`src/rtl/seven_seg_scanner.sv`:
```
// Four-digit multiplexed seven-segment scanner with per-digit blank, blink and dp.
// Inputs are snapshotted once per frame; outputs are registered.
module seven_seg_scanner #(
   parameter int REFRESH_DIV = 100000,
   parameter int GUARD       = 1000,
   parameter int BLINK_DIV   = 25000000
) (
   input  logic        clk_100mhz,
   input  logic        rst,
   input  logic [15:0] digits,
   input  logic [3:0]  dp_en,
   input  logic [3:0]  blank,
   input  logic [3:0]  blink_en,
   output logic [3:0]  an,
   output logic [6:0]  seg,
   output logic        dp
);

   localparam int CW = (REFRESH_DIV > 2) ? $clog2(REFRESH_DIV) : 1;
   localparam int BW = (BLINK_DIV > 2) ? $clog2(BLINK_DIV) : 1;

   logic [CW-1:0] cnt_q, cnt_d;
   logic [1:0]    idx_q, idx_d;
   logic [BW-1:0] bcnt_q, bcnt_d;
   logic          phase_q, phase_d;

   logic [15:0]   sh_dig_q, sh_dig_d;
   logic [3:0]    sh_dp_q, sh_dp_d;
   logic [3:0]    sh_blank_q, sh_blank_d;
   logic [3:0]    sh_blink_q, sh_blink_d;

   logic [3:0]    an_q, an_d;
   logic [6:0]    seg_q, seg_d;
   logic          dp_q, dp_d;

   logic          cnt_wrap;
   logic          frame_end;
   logic          dark;
   logic [3:0]    nib;

   function automatic logic [6:0] hex7(input logic [3:0] h);
      logic [6:0] s;
      unique case (h)
         4'h0: s = 7'b1000000;
         4'h1: s = 7'b1111001;
         4'h2: s = 7'b0100100;
         4'h3: s = 7'b0110000;
         4'h4: s = 7'b0011001;
         4'h5: s = 7'b0010010;
         4'h6: s = 7'b0000010;
         4'h7: s = 7'b1111000;
         4'h8: s = 7'b0000000;
         4'h9: s = 7'b0010000;
         4'hA: s = 7'b0001000;
         4'hB: s = 7'b0000011;
         4'hC: s = 7'b1000110;
         4'hD: s = 7'b0100001;
         4'hE: s = 7'b0000110;
         default: s = 7'b0001110;
      endcase
      return s;
   endfunction

   assign cnt_wrap  = (cnt_q == CW'(REFRESH_DIV - 1));
   assign frame_end = cnt_wrap && (idx_q == 2'd3);
   assign nib       = sh_dig_q[{idx_q, 2'b00} +: 4];
   assign dark      = sh_blank_q[idx_q] | (sh_blink_q[idx_q] & ~phase_q);

   always_comb begin
      cnt_d      = cnt_wrap ? '0 : cnt_q + 1'b1;
      idx_d      = cnt_wrap ? idx_q + 2'd1 : idx_q;
      bcnt_d     = bcnt_q + 1'b1;
      phase_d    = phase_q;
      sh_dig_d   = sh_dig_q;
      sh_dp_d    = sh_dp_q;
      sh_blank_d = sh_blank_q;
      sh_blink_d = sh_blink_q;
      if (bcnt_q == BW'(BLINK_DIV - 1)) begin
         bcnt_d  = '0;
         phase_d = ~phase_q;
      end
      // Snapshot only at frame boundary so a frame never mixes old/new data
      if (frame_end) begin
         sh_dig_d   = digits;
         sh_dp_d    = dp_en;
         sh_blank_d = blank;
         sh_blink_d = blink_en;
      end
   end

   always_comb begin
      an_d  = 4'b1111;
      seg_d = 7'h7F;
      dp_d  = 1'b1;
      if (!(cnt_q < CW'(GUARD)) && !dark) begin
         an_d  = ~(4'b0001 << idx_q);
         seg_d = hex7(nib);
         dp_d  = ~sh_dp_q[idx_q];
      end
   end

   always_ff @(posedge clk_100mhz or posedge rst) begin
      if (rst) begin
         cnt_q      <= '0;
         idx_q      <= '0;
         bcnt_q     <= '0;
         phase_q    <= 1'b1;
         sh_dig_q   <= '0;
         sh_dp_q    <= '0;
         sh_blank_q <= 4'b1111;
         sh_blink_q <= '0;
         an_q       <= 4'b1111;
         seg_q      <= 7'h7F;
         dp_q       <= 1'b1;
      end else begin
         cnt_q      <= cnt_d;
         idx_q      <= idx_d;
         bcnt_q     <= bcnt_d;
         phase_q    <= phase_d;
         sh_dig_q   <= sh_dig_d;
         sh_dp_q    <= sh_dp_d;
         sh_blank_q <= sh_blank_d;
         sh_blink_q <= sh_blink_d;
         an_q       <= an_d;
         seg_q      <= seg_d;
         dp_q       <= dp_d;
      end
   end

   assign an  = an_q;
   assign seg = seg_q;
   assign dp  = dp_q;

endmodule

```
`config.mk`:
```
export PLATFORM = sky130hd
export DESIGN_NAME = seven_seg_scanner
export DESIGN_NICKNAME = d
export VERILOG_FILES = /design/src/rtl/seven_seg_scanner.sv
export SDC_FILE = /design/constraint.sdc
export NUM_CORES = 1
export LEC_CHECK = 0
export ABC_AREA = 1
export BUFFER_PORTS_ARGS = -buffer_cell sky130_fd_sc_hd__buf_2
export CORE_MARGIN = 4
export CORE_UTILIZATION = 36
export DETAILED_ROUTE_END_ITERATION = 7
export PLACE_DENSITY = 0.5
export SYNTH_ARGS = -nofsm -noshare
export SYNTH_HDL_FRONTEND = slang
export SYNTH_SLANG_ARGS = --single-unit
```
`constraint.sdc`:
```
create_clock -name clk_100mhz -period 6.49 [get_ports clk_100mhz]
set_clock_uncertainty 0.05 [all_clocks]
set_input_delay 0.649 -clock clk_100mhz [delete_from_list [all_inputs] [get_ports clk_100mhz]]
set_output_delay 0.649 -clock clk_100mhz [all_outputs]
set_load 0.02 [all_outputs]
```
# Word level (Yosys, flattened, before mapping)
# Memories as Yosys holds them, arrays and structs flattened.
# Index checks and enable logic that the tools add are counted.
[totals] register_bits=85 latchBits=0 ram_bits=0 romBits=112 inputBits=30 n_memories=1
[op_classes] add_sub_neg=3 n_mul=0 n_div=0 n_lt_le_gt_ge=2 n_eq_ne=3 shifts=2 muxes=11 n_bitwise=5 reduce_logical=4
[memory_table] memory="(name not given)" depth=16 word_bits=7 read_ports=1 rd_ports_with_merged_regs=0 write_ports=0 line_no="43" rtl="unique case (h)"
[ops] operator="adder 25 x 1 -> 25 bit (second input constant)" count=1
[ops] operator="== test 25 bit (second input constant)" count=1
[ops] operator="two-way mux 25 bit" count=1
[ops] operator="adder 17 x 1 -> 17 bit (second input constant)" count=1
[ops] operator="== test 17 bit (second input constant)" count=1
[ops] operator="< comparator 17 x 10 -> 1 bit (second input constant)" count=1
[ops] operator="two-way mux 17 bit" count=1
[ops] operator="indexed part select 16 x 5 -> 4 bit" count=1
[ops] operator="two-way mux 7 bit" count=1
[ops] operator="binary-select mux 1 bit (select 2 bit)" count=3
[ops] operator="two-way mux 1 bit" count=4
[ops] operator="two-way mux 4 bit" count=1
[ops] operator="inverter 4 bit" count=1
[ops] operator="<< shifter 1 x 2 -> 4 bit (first input constant)" count=1
[ops] operator="< comparator 2 x 3 -> 1 bit (second input constant)" count=1
[ops] operator="adder 2 x 1 -> 2 bit (second input constant)" count=1
[ops] operator="== test 2 bit (second input constant)" count=1
[ops] operator="logical AND 1 bit" count=2
[ops] operator="zero test 1 bit" count=2
[ops] operator="inverter 1 bit" count=2
[ops] operator="AND 1 bit" count=1
[ops] operator="OR 1 bit" count=1

# Logic depth before layout (Yosys ltp)
# Gate-level depths: netlist of run 1.
[depth] depth_word=7 depth_mapped=11 depth_no_buf=10

# Least setup slack after synthesis of run 1
# Ideal clock, no wire load.
[synth_path] path_kind="reg-to-reg" startpoint="register idx_q[0]" endpoint="register seg_q[6], in the netlist seg[6]" setup_time_ps=85 arrival_ps=1522 required_time_ps=6355 setup_slack_ps=4833 stages_incl_launch_ff=12 synth_period_minus_slack_ps=1657 path_cell_list="dfrtp_1 inv_2 buf_4 nand2_1 nand3_1 nand2_1 inv_1 ha_1 nand3_1 nand2_1 nand2_1 nand3_1"
[synth_between] elab_chain_len=7
[synth_rtl] item="from (decl)" line_no="23" rtl="logic [1:0] idx_q, idx_d;"
[synth_rtl] item="from (signal assigned)" line_no="117" rtl="idx_q <= idx_d;"
[synth_rtl] item="branches (longest 6 deep; another with memory read (16 x 7 bit))"
[synth_rtl] item="two-way mux 7 bit (*)" line_no="95" rtl="if (!(cnt_q < CW'(GUARD)) && !dark) begin"
[synth_rtl] item="via seg_d[6]" line_no="33" rtl="logic [6:0] seg_q, seg_d;"
[synth_rtl] item="to (signal assigned)" line_no="125" rtl="seg_q <= seg_d;"
[synth_rtl] item="to (decl)" line_no="33"
# Mark *: on every way through the listed nets, which the timed path passes. The select of a mux whose other input is x is not followed.
# A chain may end at the register's enable or synchronous reset.

# Final worst setup path of run 1
[layout_path] startpoint="register idx_q[0]" endpoint="register sh_dp_q[0]"
[layout_between] elab_chain_len=2
[layout_rtl] item="== test 2 bit" line_no="65" rtl="assign frame_end = cnt_wrap && (idx_q == 2'd3);"
[layout_rtl] item="logical AND 1 bit" line_no="65"
[layout_rtl] item="to (signal assigned)" line_no="121" rtl="sh_dp_q <= sh_dp_d;"
[layout_rtl] item="to (decl)" line_no="28" rtl="logic [3:0] sh_dp_q, sh_dp_d;"
# No other way between the ends.

==> flow_summary_export.csv, run 1 <==
group,metric,value,unit
power,power.density,215,nW/um^2
synth,synth_top_area_frac,0.373,
synth,syn-cell-area,4560,sq um
clocking,cts.sinks,85,
synth,synth.largest_area_cell,"dfrtp_1",
global_route,first_global_vias,3583,
global_route,grt_overflow,0,
clocking,cts-root-buf,"clkbuf_16",
synth,synth.most_common_cell,"nand2_1",
finish,drive_gt1_frac,0.145,
clocking,path_clk_slew,0.06,ns
worst_setup_path,end_kind,"flop",
sta,setup_tns,0,ns
worst_setup_path,worstPathMaxFanout,30,
routing,via_count,3794,
synth,synth_flop_cell,"dfrtp_1",
routing,drtIter0Drc,255,
worst_setup_path,crit_arrival,2.58,ns
synth,syn_nets,644,
global_route,track_usage,0.149,
floorplanning,fp.dieH,121,um
clocking,hold_buffers,0,
run,maxCapViolCount,0,
synth,synth.distinct_cells,28,
routing,wl_per_cell,12.4,um
synth,synthTopCellsByCount,"200 x nand2_1, 88 x nor2_1, 77 x nand3_1",
sta,hold_viol,0,
routing,firstDrtPassIters,5,
finish,nets,684,
synth,async_flop_share,1.00,
clocking,cts_resized,0,
synth,synth_top_cells_by_area,"dfrtp_1 37%, nand2_1 16%, dfstp_2 9.8%, nand3_1 8.5%, nor2_1 7.2%",
synth,synth_edf_count,0,
power,p_leak,2.52,nW
clocking,h-tree-depth,3,
finish,antenna_cells,0,
worst_setup_path,path_class,"reg2reg",
place,dp_hpwl,7220,um
floorplanning,ioPinCount,42,
finish,final_core_util,0.428,
floorplanning,die-area,14500,sq um
finish,area_delta_synth_final,14.6,%
floorplanning,die_w,121,um
sta,period_share,0.371,
sta,timing.final.max_slew_violations,0,
sta,slew_headroom,0.272,
synth,ys.warnings.count,0,
outcome,run_status,"finished, final reports clean",
clocking,numCtsBuffers,9,
sta,clock.fmax,416,MHz
power,max-vdd-ir-drop,109,uV
floorplanning,placementRows,40,
global_route,grt_first_pass_wirelength,17400,um
clocking,clk_latency,0.34,ns
routing,ant_nets,0,
synth,ys_ff_latch,85,
worst_setup_path,crit_required,6.67,ns
global_route,grt_max_degree,86,
sta,rsz0062_at_grt,"false",
synth,syn_inst,602,
synth,ys_seq_area_frac,0.471,
hold_path,hp-class,"reg2reg",
clocking,cts_tree,"built",
synth,avgSynthCellArea,7.57,sq um
sta,worstMarginPinSlew,1.09,ns
global_route,grt_antenna_before_repair,0,
clocking,cts.path.max_buffers,2,
clocking,postCtsSetupRepairBufs,0,
routing,vias_per_cell,4.66,
place,dp.cells,799,
place,routabilityCongestion,0.819,
finish,stdcell_count,815,
floorplanning,floorplan.initialDensity,0.373,
routing,routed_wirelength,10100,um
sta,setup_viol,0,
place,io_buffers,41,
floorplanning,core,12200,sq um
routing,drc_errors,0,
worst_setup_path,start_kind,"flop",
sta,fin_crit,2.41,ns
-- cell families after synthesis --
family / synth area share
AOI/OAI and AO/OA: 0.0134
and+or+nand+nor: 0.369
DFF: 0.471
adders and majority gates: 0.0329
xor gates and xnor gates: 0.0423
buffers and inverters: 0.0713
-- flip-flops by register name, summed over array words and instances, names as in the netlist --
register and flops:
bcnt_q 25, phase_q 1, seg 7, cnt_q 17, sh_blink_q 4, an 4
idx_q 2, sh_dig_q 16, sh_blank_q 4, sh_dp_q 4, dp 1
-- per-stage QoR --
stage	area [sq um]	hold slack, ns	total power [mW]	worst slack (ns)
after CTS	5230	0.417	1.14	4.04
after detailed placement	4890	0.407	0.560	4.05
after global placement	4890	0.403	0.560	4.21
after floorplan	4560	0.381	0.547	3.63
after global routing	5230	0.435	1.17	3.85
final	5230	0.415	1.12	4.08
-- routing by layer --
metal | routed length, um | part of all wire | track usage | vias to the layer above
li1 | - | - | - | 1962
met1 | 5200 | 0.52 | 0.218 | 1750
met5 | 0 | 0 | 0 | -
met2 | 4320 | 0.43 | 0.217 | 70
met4 | 170 | 0.017 | 0.0552 | 0
met3 | 379 | 0.038 | 0.0318 | 12
-- layout by cell type (no fill, tap or decap), types with 4 or more instances in the layout --
| cell type | synthesis | layout |
|---|---|---|
| a21oi_1 | 4 | 4 |
| buf_2 | 1 | 41 |
| clkbuf_16 | 0 | 9 |
| dfrtp_1 | 68 | 68 |
| dfstp_2 | 17 | 17 |
| ha_1 | 12 | 12 |
| inv_1 | 54 | 53 |
| inv_2 | 5 | 5 |
| nand2_1 | 200 | 200 |
| nand2_2 | 4 | 4 |
| nand3_1 | 77 | 77 |
| nand3b_1 | 4 | 4 |
| nand4_1 | 8 | 8 |
| nor2_1 | 88 | 88 |
| nor2_2 | 4 | 4 |
| nor3_1 | 7 | 7 |
| o21ai_0 | 7 | 7 |
| xnor2_1 | 4 | 4 |
| xor2_1 | 18 | 18 |
-- final timing paths --
| path | start | endpoint | slack [ns] | cells past startpoint |
|---|---|---|---|---|
| setup / recovery | idx_q[0] | sh_dp_q[0] | 4.08 | 4 |
| hold / removal | cnt_q[0] | cnt_q[0] | 0.41 | 1 |
| setup reg to reg | idx_q[0] | sh_dp_q[0] | 4.08 | 4 |
| hold reg to reg | cnt_q[0] | cnt_q[0] | 0.41 | 1 |
| max in group asynchronous | rst | bcnt_q[16] | 5.10 | 3 |
| min in group asynchronous | rst | bcnt_q[3] | 0.57 | 3 |
-- critical path, cell delays in order (launching register included) --
cell	delay, ns
dfrtp_1	0.67
ha_1	0.98
nand2_4	0.37
nand2_1	0.15
nand2_1	0.06
-- power breakdown --
| part | internal [mW] | switching [mW] | total (mW) |
|---|---|---|---|
| registers | 0.530 | 0 | 0.530 |
| logic | 0.00650 | 0.0126 | 0.0191 |
| clock network | 0.359 | 0.216 | 0.575 |
| total | 0.896 | 0.229 | 1.12 |
-- layout make-up --
type | count | area (sq um)
Fill cell | 1278 | 6990
Tap cell | 168 | 210
Inverter | 61 | 235
Clock buffer | 11 | 253
Clock inverter | 5 | 81.3
Timing Repair Buffer | 42 | 213
Sequential cell | 85 | 2150
Multi-Input combinational cell | 443 | 2090
Note: power is estimated with default switching activity, not from simulation.
==> run 2, diff against run 1 <==
==> constraint.sdc (replaced) <==
create_clock -name clk_100mhz -period 2.3 [get_ports clk_100mhz]
set_clock_uncertainty 0.05 [all_clocks]
set_input_delay 0.23 -clock clk_100mhz [delete_from_list [all_inputs] [get_ports clk_100mhz]]
set_output_delay 0.23 -clock clk_100mhz [all_outputs]
set_load 0.02 [all_outputs]
==> run 2 against run 1 <==
Global-route usage is 0.25 points higher. Sequential power grew to 2.8 times the previous value. Worst setup slack worse by 3.7 ns. Combinational power grew to 3.1 times the previous value. Critical path depth is 5 higher. Register-to-register slack worse by 3.7 ns. First-iteration DRC count is 13% lower. Fmax is 25% higher. Via count is 0.90% lower. Worst hold slack worse by 0.35 ns. Sequential share of layout area is 0.23 points lower. Core utilization is 0.25 points higher. Critical path type unchanged. Critical endpoint is now seg[6]. Largest power group unchanged. Highest routed layer unchanged.
==> flow_summary_export.csv, run 2 (synthesized netlist as in run 1, its figures left out) <==
group,metric,value,unit
outcome,run_status,"finished, final reports clean",
sta,clock.fmax,521,MHz
sta,setup_tns,0,ns
routing,drc_errors,0,
floorplanning,placementRows,40,
sta,fin_crit,1.92,ns
clocking,h-tree-depth,3,
finish,mostFrequentLayoutCell,"nand2_1",
run,maxCapViolCount,0,
place,post_dp_cell_area,4940,sq um
finish,drive_gt1_frac,0.146,
sta,rsz0062_at_grt,"false",
floorplanning,floorplan.initialDensity,0.373,
floorplanning,die_w,121,um
global_route,grt_antenna_before_repair,0,
finish,final_cell_mix,"200 x nand2_1, 88 x nor2_1, 77 x nand3_1",
clocking,cts-root-buf,"clkbuf_16",
floorplanning,die-area,14500,sq um
hold_path,hp-class,"in2reg",
global_route,grt_max_degree,65,
finish,area_delta_synth_final,15.3,%
clocking,cts.path.max_buffers,2,
finish,design_area,5260,sq um
clocking,cts_tree,"built",
clocking,path_clk_slew,0.06,ns
place,routabilityCongestion,0.855,
finish,nets,689,
sta,timing.final.max_slew_violations,0,
sta,period_share,0.835,
global_route,track_usage,0.152,
finish,final_core_util,0.430,
global_route,grt_overflow,0,
power,total_power,3.09,mW
clocking,postCtsSetupRepairBufs,0,
floorplanning,ioPinCount,42,
clocking,cts.sinks,85,
place,dp_hpwl,7450,um
routing,ant_nets,0,
power,power.density,588,nW/um^2
sta,slew_headroom,0.629,
worst_setup_path,path_class,"reg2reg",
sta,hold_viol,0,
sta,setup_viol,0,
worst_setup_path,start_kind,"flop",
finish,largest_reg_flops,25,
global_route,first_global_vias,3688,
worst_setup_path,crit_required,2.48,ns
floorplanning,core,12200,sq um
clocking,clk_latency,0.34,ns
routing,vias_per_cell,4.59,
global_route,grt_first_pass_wirelength,17700,um
clocking,numCtsBuffers,9,
routing,routed_wirelength,10400,um
worst_setup_path,crit_arrival,2.10,ns
routing,drtIter0Drc,222,
finish,reg_top3,"bcnt_q x25, cnt_q x17, sh_dig_q x16",
sta,worstMarginPinSlew,0.556,ns
worst_setup_path,end_kind,"flop",
power,max-vdd-ir-drop,323,uV
routing,via_count,3760,
floorplanning,fp.dieH,121,um
finish,antenna_cells,0,
power,p_leak,2.53,nW
worst_setup_path,worstPathMaxFanout,11,
finish,largest-register,"bcnt_q",
place,io_buffers,41,
routing,firstDrtPassIters,4,
routing,wl_per_cell,12.7,um
## run 2: cell count changes in the layout (fill, tap and decap cells not counted)
cell,previous run,this run
clkinv_2,2,1
buf_4,1,4
dlygate4sd3_1,0,1
clkbuf_8,2,0
clkinvlp_4,1,2
inv_6,1,0
clkbuf_1,0,3
buf_12,0,1
## run 2: final timing paths
kind	from	to	slack (ns)	cells past startpoint
setup / recovery	idx_q[1]	seg[6]	0.38	9
hold / removal	blank[3]	sh_blank_q[3]	0.06	3
setup reg to reg	idx_q[1]	seg[6]	0.38	9
hold reg to reg	sh_blank_q[0]	sh_blank_q[0]	0.41	2
max in group asynchronous	rst	seg[5]	1.05	4
min in group asynchronous	rst	bcnt_q[12]	0.42	3
## run 2: worst max-delay path: stages, from the launching register on
cell and delay [ns]:
dfrtp_1 0.53, inv_2 0.24, nand3_1 0.10, nand2_1 0.20, inv_1 0.13, ha_1 0.23, nand3_1 0.13, nand2_1 0.07
nand2_1 0.06, nand3_1 0.08
## run 2: layer usage
metal | global-route usage | up-vias | part of all wire
li1 | - | 1958 | -
met2 | 0.224 | 66 | 0.43
met1 | 0.219 | 1724 | 0.51
met3 | 0.0267 | 12 | 0.036
met4 | 0.0616 | 0 | 0.018
met5 | 0 | - | 0
## run 2: per-stage QoR
step,instances,setup WS (ns),hold WS [ns]
6_report,820,0.380,0.0605
5_1_grt,820,0.223,0.0623
4_1_cts,820,0.404,0.0499
3_5_place_dp,803,0.416,0.256
3_3_place_gp,803,0.468,0.249
2_1_floorplan,602,0.643,0.292
## run 2: cell type report
class                           count  area [sq um]
Clock buffer                       12           236
Clock inverter                      4          72.6
Fill cell                        1267          6960
Inverter                           61           238
Multi-Input combinational cell    443          2090
Sequential cell                    85          2150
Tap cell                          168           210
Timing Repair Buffer               47           265
## run 2: repair_timing
item                       4_1_cts  5_1_grt
hold buffers                     1        0
hold endpoints to repair        21        0
setup endpoints to repair        0        0
resized for setup                0        0
## run 2: power by group
| group | switching [mW] | internal (mW) |
|---|---|---|
| Sequential | 0 | 1.50 |
| Combinational | 0.0366 | 0.0220 |
| Clock | 0.585 | 0.951 |
| Total | 0.621 | 2.47 |
